File: src/rtl/fetch_pc_unit.sv
// Instruction-fetch PC unit: owns the PC, drives the I-cache halfword address, fills IF/ID.
// Latency: an instruction lands in IF/ID one cycle after the cycle it is returned with ic_stall=0.
// Backpressure: hazard_stall holds PC and IF/ID; ic_stall holds PC and inserts bubbles. Optional FETCH_PERF_EN adds perf counters.
module fetch_pc_unit #(
    parameter logic [31:0] RESET_PC = 32'h0000_0000
) (
    input  logic        clk,
    input  logic        proc_reset,
    output logic        ic_read,
    output logic [30:0] ic_addr,
    input  logic [31:0] ic_rdata,
    input  logic        ic_stall,
    input  logic        ic_pcadd,
    input  logic        hazard_stall,
    input  logic        redirect_valid,
    input  logic [31:0] redirect_pc,
    output logic        ifid_valid,
    output logic [31:0] ifid_instr,
    output logic [31:0] ifid_pc,
    output logic [31:0] ifid_pc_next,
    output logic        ifid_is_rvc,
    output logic [31:0] perf_fetch_cnt,
    output logic [31:0] perf_rvc_cnt,
    output logic [31:0] perf_stall_cnt
);

    typedef enum logic {
        RUN,
        WAIT_REDIR
    } state_t;

    localparam logic [31:0] PC_RST = RESET_PC & ~32'h1;

    state_t      state;
    state_t      state_nxt;
    logic [31:0] pc;
    logic [31:0] pc_nxt;
    logic [31:0] pend_pc;
    logic [31:0] pend_pc_nxt;
    logic [31:0] redir_al;
    logic [31:0] pc_len;
    logic [31:0] pc_inc;
    logic        accept;
    logic        ifid_clr;

    assign ic_read  = ~proc_reset;
    assign ic_addr  = pc[31:1];
    assign redir_al = redirect_pc & ~32'h1;
    assign pc_len   = ic_pcadd ? 32'd4 : 32'd2;
    assign pc_inc   = pc + pc_len;

    always_comb begin
        state_nxt   = state;
        pc_nxt      = pc;
        pend_pc_nxt = pend_pc;
        accept      = 1'b0;
        ifid_clr    = 1'b0;
        case (state)
            RUN: begin
                if (redirect_valid) begin
                    ifid_clr = 1'b1;
                    if (ic_stall) begin
                        // Address must stay stable under a miss; park the target.
                        pend_pc_nxt = redir_al;
                        state_nxt   = WAIT_REDIR;
                    end else begin
                        pc_nxt = redir_al;
                    end
                end else if (hazard_stall) begin
                    // hold everything
                end else if (ic_stall) begin
                    ifid_clr = 1'b1;
                end else begin
                    accept = 1'b1;
                    pc_nxt = pc_inc;
                end
            end
            WAIT_REDIR: begin
                ifid_clr = 1'b1;
                if (redirect_valid) begin
                    pend_pc_nxt = redir_al;
                end
                if (!ic_stall) begin
                    pc_nxt    = redirect_valid ? redir_al : pend_pc;
                    state_nxt = RUN;
                end
            end
            default: begin
                state_nxt = RUN;
            end
        endcase
    end

    always_ff @(posedge clk) begin
        if (proc_reset) begin
            state        <= RUN;
            pc           <= PC_RST;
            pend_pc      <= 32'h0;
            ifid_valid   <= 1'b0;
            ifid_instr   <= 32'h0;
            ifid_pc      <= 32'h0;
            ifid_pc_next <= 32'h0;
            ifid_is_rvc  <= 1'b0;
        end else begin
            state   <= state_nxt;
            pc      <= pc_nxt;
            pend_pc <= pend_pc_nxt;
            if (accept) begin
                ifid_valid   <= 1'b1;
                ifid_instr   <= ic_rdata;
                ifid_pc      <= pc;
                ifid_pc_next <= pc_inc;
                ifid_is_rvc  <= ~ic_pcadd;
            end else if (ifid_clr) begin
                ifid_valid <= 1'b0;
            end
        end
    end

`ifdef FETCH_PERF_EN
    logic [31:0] fetch_cnt;
    logic [31:0] rvc_cnt;
    logic [31:0] stall_cnt;

    always_ff @(posedge clk) begin
        if (proc_reset) begin
            fetch_cnt <= 32'h0;
            rvc_cnt   <= 32'h0;
            stall_cnt <= 32'h0;
        end else begin
            if (accept) begin
                fetch_cnt <= fetch_cnt + 32'd1;
                if (!ic_pcadd) begin
                    rvc_cnt <= rvc_cnt + 32'd1;
                end
            end
            if (ic_stall) begin
                stall_cnt <= stall_cnt + 32'd1;
            end
        end
    end

    assign perf_fetch_cnt = fetch_cnt;
    assign perf_rvc_cnt   = rvc_cnt;
    assign perf_stall_cnt = stall_cnt;
`else
    assign perf_fetch_cnt = 32'h0;
    assign perf_rvc_cnt   = 32'h0;
    assign perf_stall_cnt = 32'h0;
`endif

endmodule

File: config.mk
export PLATFORM = sky130hd
export DESIGN_NAME = fetch_pc_unit
export DESIGN_NICKNAME = d
export VERILOG_FILES = /design/src/rtl/fetch_pc_unit.sv
export SDC_FILE = /design/constraint.sdc
export NUM_CORES = 1
export LEC_CHECK = 0
export CAP_MARGIN = 20
export CORE_ASPECT_RATIO = 0.5
export CORE_MARGIN = 2
export CORE_UTILIZATION = 45
export CTS_CLUSTER_DIAMETER = 60
export DETAILED_ROUTE_END_ITERATION = 8
export PLACE_DENSITY = 0.81
export SETUP_SLACK_MARGIN = 0.4
export SLEW_MARGIN = 0
export SYNTH_ARGS = -nofsm -noshare
export SYNTH_HDL_FRONTEND = slang
export SYNTH_SLANG_ARGS = --single-unit
File: constraint.sdc
create_clock -name clk -period 3.11 [get_ports clk]
set_input_delay 0.4665 -clock clk [delete_from_list [all_inputs] [get_ports clk]]
set_output_delay 0.4665 -clock clk [all_outputs]
set_load 0.1 [all_outputs]
==> metrics.txt, run 1 <==
# TYPE chip_impl_metric gauge
chip_impl_metric{name="critPathRequiredTime",unit="ps"} 3410
chip_impl_metric{name="synthArstFlopShare",unit="%"} 0
chip_impl_metric{name="grt_start_max_net_pins",unit=""} 101
chip_impl_info{name="path_class",value="primary input to flip-flop"} 1
chip_impl_metric{name="layout_worst_path_cycle_share",unit="%"} 83.6
chip_impl_info{name="post_synth_most_frequent_cells",value="sky130_fd_sc_hd__nand2_1 (241), sky130_fd_sc_hd__dfxtp_1 (162), sky130_fd_sc_hd__a21oi_1 (151), sky130_fd_sc_hd__buf_4 (129), sky130_fd_sc_hd__o21ai_0 (68)"} 1
chip_impl_metric{name="first_pass_detailed_route_iteration_total",unit=""} 5
chip_impl_metric{name="tightest_slew",unit="ps"} 1100
chip_impl_metric{name="syn_area_per_cell",unit="sq um"} 7.65
chip_impl_metric{name="groute.usage.overall",unit="%"} 24.2
chip_impl_metric{name="die_width",unit="um"} 193
chip_impl_metric{name="flow.area_growth_from_synthesis",unit="%"} 24.6
chip_impl_metric{name="num_io_pins",unit=""} 296
chip_impl_metric{name="drt_wl_total",unit="mm"} 23.8
chip_impl_metric{name="layout-drive-gt1-share",unit="%"} 18.9
chip_impl_metric{name="final_critical_path_setup_slack",unit="ps"} 511
chip_impl_info{name="reg2reg_to",value="ifid_pc_next[28]$_SDFFE_PP0P_"} 1
chip_impl_metric{name="post_synth_num_cell_types",unit=""} 64
chip_impl_metric{name="hold_viol",unit=""} 0
chip_impl_metric{name="max_freq",unit="MHz"} 385
chip_impl_info{name="worstHoldPathType",value="flip-flop to flip-flop"} 1
chip_impl_metric{name="nNetsFinal",unit=""} 1273
chip_impl_info{name="cp-startpoint",value="ic_pcadd"} 1
chip_impl_info{name="critical_path.endpoint_type",value="flip-flop"} 1
chip_impl_metric{name="chip_height",unit="um"} 98.7
chip_impl_metric{name="antenna_found_initial",unit=""} 0
chip_impl_metric{name="antenna-diode-count",unit=""} 0
chip_impl_metric{name="numPortBuffers",unit=""} 198
chip_impl_metric{name="pre_cts_setup_slack",unit="ps"} 52.7
chip_impl_metric{name="post_synth_instance_area",unit="sq um"} 8070
chip_impl_info{name="cts_tree",value="built"} 1
chip_impl_metric{name="clk_pin_slew",unit="ps"} 70
chip_impl_metric{name="design.die.area",unit="sq um"} 19100
chip_impl_metric{name="drc_errors",unit=""} 0
chip_impl_metric{name="setup_viol_count_final",unit=""} 0
chip_impl_metric{name="maxSlewHeadroom",unit="%"} 26.7
chip_impl_metric{name="numClockSinks",unit=""} 162
chip_impl_metric{name="dpl.hpwl",unit="mm"} 16.7
chip_impl_metric{name="p_leak",unit="nW"} 3.95
chip_impl_metric{name="synth.yosys.warnings",unit=""} 0
chip_impl_metric{name="starting_density_of_the_core",unit="%"} 46.1
chip_impl_info{name="run_status",value="finished clean"} 1
chip_impl_metric{name="reg2regPathDepth",unit=""} 5
chip_impl_metric{name="detailroute.via_count",unit=""} 7698
chip_impl_metric{name="first_pass_grt_wire_length",unit="mm"} 36.9
chip_impl_metric{name="max-vdd-ir-drop",unit="uV"} 431
chip_impl_metric{name="rrSetupSlack",unit="ps"} 750
chip_impl_metric{name="globalplace.congestion",unit=""} 0.871
chip_impl_metric{name="fp-row-count",unit=""} 34
chip_impl_metric{name="drv_slew",unit=""} 0
chip_impl_metric{name="critical_path_arrival",unit="ps"} 2890
chip_impl_metric{name="synth_top_area_share",unit="%"} 40.2
chip_impl_metric{name="cts_post_setup_buffers_inserted",unit=""} 0
chip_impl_metric{name="finalClockSkew",unit="ps"} 13.0
chip_impl_metric{name="vias_per_cell",unit=""} 5.32
chip_impl_metric{name="core_area",unit="sq um"} 17500
chip_impl_metric{name="cts-root-to-sink-buffers",unit=""} 2
chip_impl_info{name="crit-reg2reg-launch",value="pc[13]$_SDFFE_PP0P_"} 1
chip_impl_metric{name="ys_seq_elements",unit=""} 162
chip_impl_metric{name="synthCells",unit=""} 1055
chip_impl_metric{name="dr.first_iter.drc_count",unit=""} 583
chip_impl_metric{name="cts_inserted_buffers",unit=""} 17
chip_impl_info{name="synth_area_leader",value="sky130_fd_sc_hd__dfxtp_1"} 1
chip_impl_metric{name="timing.setup.tns",unit="ps"} 0
chip_impl_metric{name="synth.yosys.seq_area_share",unit="%"} 40.2
chip_impl_metric{name="first_global_vias",unit=""} 7212
chip_impl_info{name="crit_path_end",value="ifid_pc_next[24]$_SDFFE_PP0P_"} 1
chip_impl_metric{name="clock_insertion_delay_worst_skew",unit="ps"} 430
chip_impl_info{name="synthTopCellsByArea",value="sky130_fd_sc_hd__dfxtp_1 (40%), sky130_fd_sc_hd__buf_4 (12%), sky130_fd_sc_hd__nand2_1 (11%)"} 1
chip_impl_metric{name="min_cycle_time_layout",unit="ps"} 2600
chip_impl_metric{name="maxCapViolCount",unit=""} 0
chip_impl_info{name="synth_most_common_cell",value="sky130_fd_sc_hd__nand2_1"} 1
chip_impl_metric{name="drtAntennaViolNets",unit=""} 0
chip_impl_metric{name="avgRoutedWirePerCell",unit="um"} 16.4
chip_impl_metric{name="pwr_density_cell",unit="nW/um^2"} 588
chip_impl_info{name="cts-root-buf",value="sky130_fd_sc_hd__clkbuf_16"} 1
chip_impl_info{name="rsz_0062_raised_after_global_routing",value="no"} 1
chip_impl_metric{name="synth_edf_count",unit=""} 0
chip_impl_info{name="ys.flop_type",value="sky130_fd_sc_hd__dfxtp_1"} 1
chip_impl_metric{name="worst-path-max-fanout",unit=""} 5
chip_impl_info{name="cp-start-kind",value="primary input"} 1
chip_impl_metric{name="total_number_of_h_tree_levels",unit=""} 4
chip_impl_metric{name="grt-ovfl-total",unit=""} 0
-- cells by family (layout without fill, tap and decap cells) --
kind of cell    count (synthesis)  after routing  synth area share, %
buf+inv                       224            286                 16.6
flops                         162            162                 40.2
mux                             6              6                0.775
compound gates                277            277                 19.2
xor+xnor                       29             29                 3.15
fa+ha+maj                       3              3                0.558
other cells                     1             96               0.0465
simple gates                  353            353                 19.5
-- metal layers --
layer  vias up  part of all wire, %  global-route usage (%)
met2       391                   46                    39.3
met5         -                    0                       0
met4         0                  1.9                    9.04
met1      3632                   43                    31.8
met3        37                  8.7                    5.30
li1       3638                    -                       -
-- report_power, final --
group / leakage, nW / total (mW) / internal [mW] / switching [mW]
combinational: 2.36 / 1.58 / 0.292 / 1.29
sequential: 1.32 / 2.25 / 2.16 / 0.0864
clock: 0.270 / 2.08 / 1.16 / 0.925
total: 3.95 / 5.91 / 3.61 / 2.30
-- critical path: stages --
cell and delay, ps:
sky130_fd_sc_hd__clkdlybuf4s50_1 450, sky130_fd_sc_hd__buf_4 160, sky130_fd_sc_hd__ha_1 260, sky130_fd_sc_hd__a21oi_1 120, sky130_fd_sc_hd__buf_4 190, sky130_fd_sc_hd__nor3_1 430, sky130_fd_sc_hd__nand4_1 390, sky130_fd_sc_hd__xnor2_1 330
sky130_fd_sc_hd__a21oi_1 100
-- through the flow --
step / util [%] / hold slack, ps / instance area (sq um) / instances / power (mW)
detailed placement: 54.0 / 442 / 9450 / 1415 / 3.86
floorplan: - / 428 / 8420 / 1150 / 3.66
CTS: 57.3 / 441 / 10000 / 1446 / 5.93
finish: 57.5 / 452 / 10100 / 1446 / 5.91
global placement: 54.0 / 437 / 9450 / 1415 / 3.84
global route: 57.5 / 468 / 10100 / 1446 / 6.09
-- state kept, by name (all words and copies together), names as in the netlist --
| signal | count |
|---|---|
| ifid_valid | 1 |
| ifid_instr | 32 |
| state | 1 |
| ifid_pc | 32 |
| pc | 32 |
| ifid_pc_next | 31 |
| pend_pc | 32 |
| ifid_is_rvc | 1 |
-- repair_timing --
item	4_1_cts	5_1_grt
endpoints found under the setup margin	0	10
gates resized for setup	0	9
hold buffers	0	0
-- layout by cell type, fill, tap and decap left out, types with 15 or more instances in the layout --
cell type,Yosys,final
sky130_fd_sc_hd__a21oi_1,151,151
sky130_fd_sc_hd__o21ai_0,68,68
sky130_fd_sc_hd__conb_1,1,96
sky130_fd_sc_hd__nand4_1,15,15
sky130_fd_sc_hd__nor2_1,31,28
sky130_fd_sc_hd__clkdlybuf4s50_1,0,67
sky130_fd_sc_hd__clkbuf_16,0,17
sky130_fd_sc_hd__xnor2_1,22,22
sky130_fd_sc_hd__buf_4,129,172
sky130_fd_sc_hd__dfxtp_1,162,162
sky130_fd_sc_hd__nand2_1,241,240
-- area by class of cell --
cell class,instances,area [sq um]
clock buffer,19,453
clock inverter,12,121
fill,1551,7430
inverter,14,52.6
multi-input combinational,764,3890
sequential,162,3240
tap,234,293
timing repair buffer,241,2000
-- worst min path at each step --
stage               slack (ps)                        to  cells past startpoint                startpoint
floorplan                  430   ifid_pc[0]$_SDFFE_PP0P_                      2        pc[0]$_SDFFE_PP0P_
global placement           440  pend_pc[17]$_SDFFE_PP0P_                      2  pend_pc[17]$_SDFFE_PP0P_
detailed placement         440  pend_pc[19]$_SDFFE_PP0P_                      2  pend_pc[19]$_SDFFE_PP0P_
CTS                        440       pc[10]$_SDFFE_PP0P_                      2                proc_reset
global route               470  pend_pc[21]$_SDFFE_PP0P_                      2  pend_pc[21]$_SDFFE_PP0P_
finish                     450  pend_pc[23]$_SDFFE_PP0P_                      2  pend_pc[23]$_SDFFE_PP0P_
Power figures use the tool's default switching activity.
==> run 2: changes to the inputs <==
clock period = 2.7 ns   (was 3.11 ns; I/O delays follow)
==> run 2 against run 1 <==
Compared with the run above:
- routed wire length hardly changed
- design area rose by 1.6%
- sequential share of layout area decreased by 0.46 points
- core utilization up 0.93 points
- global-route usage decreased by 0.069 points
- non-clock buffer count up 21
- clock power grew 9%
- register-to-register slack worse by 370 ps
- largest power group unchanged
- highest routed layer unchanged
==> metrics.txt, run 2 (same netlist as run 1, synthesis figures left out) <==
# TYPE chip_impl_metric gauge
chip_impl_info{name="cp-start-kind",value="flip-flop"} 1
chip_impl_metric{name="sw_ratio",unit="%"} 39.7
chip_impl_metric{name="p_leak",unit="nW"} 4.06
chip_impl_metric{name="design.die.area",unit="sq um"} 19100
chip_impl_info{name="layout_common_cells",value="sky130_fd_sc_hd__nand2_1 (240), sky130_fd_sc_hd__buf_4 (191), sky130_fd_sc_hd__dfxtp_1 (160)"} 1
chip_impl_metric{name="hold_critical_path_depth",unit=""} 2
chip_impl_metric{name="flow.area_growth_from_synthesis",unit="%"} 26.6
chip_impl_metric{name="dpl.hpwl",unit="mm"} 17.0
chip_impl_metric{name="pre_cts_setup_slack",unit="ps"} -239
chip_impl_info{name="cts_tree",value="built"} 1
chip_impl_metric{name="core_area",unit="sq um"} 17500
chip_impl_metric{name="first_pass_grt_wire_length",unit="mm"} 36.9
chip_impl_metric{name="rrSetupSlack",unit="ps"} 380
chip_impl_metric{name="drv_slew",unit=""} 0
chip_impl_metric{name="maxSlewHeadroom",unit="%"} 50.3
chip_impl_metric{name="min_cycle_time_layout",unit="ps"} 2320
chip_impl_metric{name="numClockSinks",unit=""} 162
chip_impl_info{name="path_class",value="flip-flop to flip-flop"} 1
chip_impl_info{name="critical_path.endpoint_type",value="flip-flop"} 1
chip_impl_metric{name="pwr-share-seq",unit="%"} 38.4
chip_impl_metric{name="cts_hold_repair.buffers",unit=""} 0
chip_impl_metric{name="switchingPower",unit="mW"} 2.66
chip_impl_metric{name="critical_path_arrival",unit="ps"} 2670
chip_impl_metric{name="worst-path-max-fanout",unit=""} 3
chip_impl_metric{name="first_pass_detailed_route_iteration_total",unit=""} 6
chip_impl_metric{name="layout-drive-gt1-share",unit="%"} 20.4
chip_impl_metric{name="starting_density_of_the_core",unit="%"} 46.1
chip_impl_metric{name="layout_worst_path_cycle_share",unit="%"} 86.0
chip_impl_metric{name="vias_per_cell",unit=""} 5.31
chip_impl_info{name="rsz_0062_raised_after_global_routing",value="yes"} 1
chip_impl_metric{name="pwr_density_cell",unit="nW/um^2"} 656
chip_impl_metric{name="drc_errors",unit=""} 0
chip_impl_metric{name="drt_wl_total",unit="mm"} 23.7
chip_impl_metric{name="detailroute.via_count",unit=""} 7797
chip_impl_info{name="crit-reg2reg-launch",value="pc[1]$_SDFFE_PP0P_"} 1
chip_impl_metric{name="critPathRequiredTime",unit="ps"} 3050
chip_impl_metric{name="groute.usage.overall",unit="%"} 24.1
chip_impl_metric{name="chip_height",unit="um"} 98.7
chip_impl_metric{name="clk_pin_slew",unit="ps"} 70
chip_impl_metric{name="total_number_of_h_tree_levels",unit=""} 4
chip_impl_info{name="layout.cells.most_common",value="sky130_fd_sc_hd__nand2_1"} 1
chip_impl_metric{name="num_io_pins",unit=""} 296
chip_impl_metric{name="cellInternalPower",unit="mW"} 4.04
chip_impl_metric{name="cts-root-to-sink-buffers",unit=""} 2
chip_impl_metric{name="clock_insertion_delay_worst_skew",unit="ps"} 430
chip_impl_metric{name="nFillCells",unit=""} 1551
chip_impl_metric{name="nNetsFinal",unit=""} 1294
chip_impl_metric{name="tightest_slew",unit="ps"} 746
chip_impl_info{name="whs_endpoint",value="state$_SDFF_PP0_"} 1
chip_impl_metric{name="dr.first_iter.drc_count",unit=""} 647
chip_impl_metric{name="cts_inserted_buffers",unit=""} 17
chip_impl_metric{name="avgRoutedWirePerCell",unit="um"} 16.2
chip_impl_metric{name="max-vdd-ir-drop",unit="uV"} 464
chip_impl_metric{name="share_comb_of_total_power",unit="%"} 27.8
chip_impl_metric{name="die_width",unit="um"} 193
chip_impl_metric{name="globalplace.congestion",unit=""} 0.915
chip_impl_metric{name="clkPwrFrac",unit="%"} 33.7
chip_impl_info{name="cts-root-buf",value="sky130_fd_sc_hd__clkbuf_16"} 1
chip_impl_metric{name="antenna_found_initial",unit=""} 0
chip_impl_metric{name="p_total",unit="mW"} 6.70
chip_impl_info{name="worstHoldPathType",value="primary input to flip-flop"} 1
chip_impl_info{name="hold_start",value="proc_reset"} 1
chip_impl_metric{name="max_freq",unit="MHz"} 431
chip_impl_info{name="reg2reg_to",value="pc[31]$_SDFFE_PP0P_"} 1
chip_impl_metric{name="fp-row-count",unit=""} 34
chip_impl_metric{name="drtAntennaViolNets",unit=""} 0
chip_impl_metric{name="reg2regPathDepth",unit=""} 8
chip_impl_metric{name="finalClockSkew",unit="ps"} 9.42
chip_impl_metric{name="numPortBuffers",unit=""} 198
chip_impl_metric{name="hold_viol",unit=""} 0
chip_impl_metric{name="first_global_vias",unit=""} 7177
chip_impl_metric{name="setup_viol_count_final",unit=""} 0
chip_impl_metric{name="grt_start_max_net_pins",unit=""} 70
chip_impl_metric{name="final_critical_path_setup_slack",unit="ps"} 378
chip_impl_metric{name="grt-ovfl-total",unit=""} 0
chip_impl_metric{name="antenna-diode-count",unit=""} 0
chip_impl_info{name="run_status",value="finished clean"} 1
chip_impl_metric{name="maxCapViolCount",unit=""} 0
[run 2: cell count changes in the layout (fill, tap and decap cells not counted), sizes merged]
cell / previous run / this run
buf: 174 / 195
bufinv: 1 / 0
clkdlybuf4s50: 67 / 66
clkinv: 1 / 4
dlygate4sd2: 0 / 1
inv: 20 / 19
[run 2: through the flow]
step,cell area (sq um),cells,utilization (%),hold slack (ps),TNS (ps)
finish,10200,1468,58.4,233,0
global route,10200,1468,58.4,225,0
CTS,10200,1466,58.2,213,0
detailed placement,9640,1434,55.1,443,-3120
global placement,9640,1434,55.1,438,-1470
floorplan,8450,1150,-,428,0
[run 2: power by group through the flow]
stage / logic, mW / registers (mW) / clock network, mW
after detailed placement: 1.85 / 2.62 / 0
after global routing: 1.93 / 2.58 / 2.39
final: 1.87 / 2.57 / 2.26
after global placement: 1.84 / 2.62 / 0
after floorplan: 1.30 / 2.91 / 0
after CTS: 1.85 / 2.57 / 2.29
[run 2: layer usage]
| layer | part of all wire [%] | track usage [%] |
|---|---|---|
| met2 | 45 | 38.2 |
| met1 | 43 | 32.6 |
| met4 | 1.8 | 8.81 |
| met5 | 0 | 0 |
| met3 | 10 | 5.17 |
[run 2: critical path, cell delays in order, from the launching register on]
cell	delay (ps)
sky130_fd_sc_hd__dfxtp_4	370
sky130_fd_sc_hd__ha_4	140
sky130_fd_sc_hd__inv_2	40
sky130_fd_sc_hd__fa_2	370
sky130_fd_sc_hd__nand4b_1	390
sky130_fd_sc_hd__nor3_4	220
sky130_fd_sc_hd__nand4_1	140
sky130_fd_sc_hd__or4_1	460
sky130_fd_sc_hd__o211ai_1	100
[run 2: worst max path at each step]
stage	startpoint	endpoint	slack, ps	cells after the start
finish	pc[1]$_SDFFE_PP0P_	pc[31]$_SDFFE_PP0P_	380	8
global route	pc[1]$_SDFFE_PP0P_	pc[31]$_SDFFE_PP0P_	300	8
CTS	pc[1]$_SDFFE_PP0P_	ifid_pc_next[31]$_SDFFE_PP0P_	410	9
detailed placement	ic_pcadd	pc[31]$_SDFFE_PP0P_	-240	10
global placement	ic_pcadd	ifid_pc_next[31]$_SDFFE_PP0P_	-130	11
floorplan	ic_pcadd	pc[31]$_SDFFE_PP0P_	400	9
[run 2: layout make-up]
cell class	instances	area, sq um	share of cell area (%)
tap	234	293	2.87
clock buffer	19	433	4.24
sequential	162	3250	31.8
inverter	14	55.1	0.539
multi-input combinational	764	3900	38.2
timing repair buffer	262	2180	21.4
clock inverter	13	101	0.992
[run 2: what timing repair did]
action	CTS	global route
setup endpoints to repair	23	18
buffers inserted	0	2
pin swaps	1	2
gates resized for setup	2	12
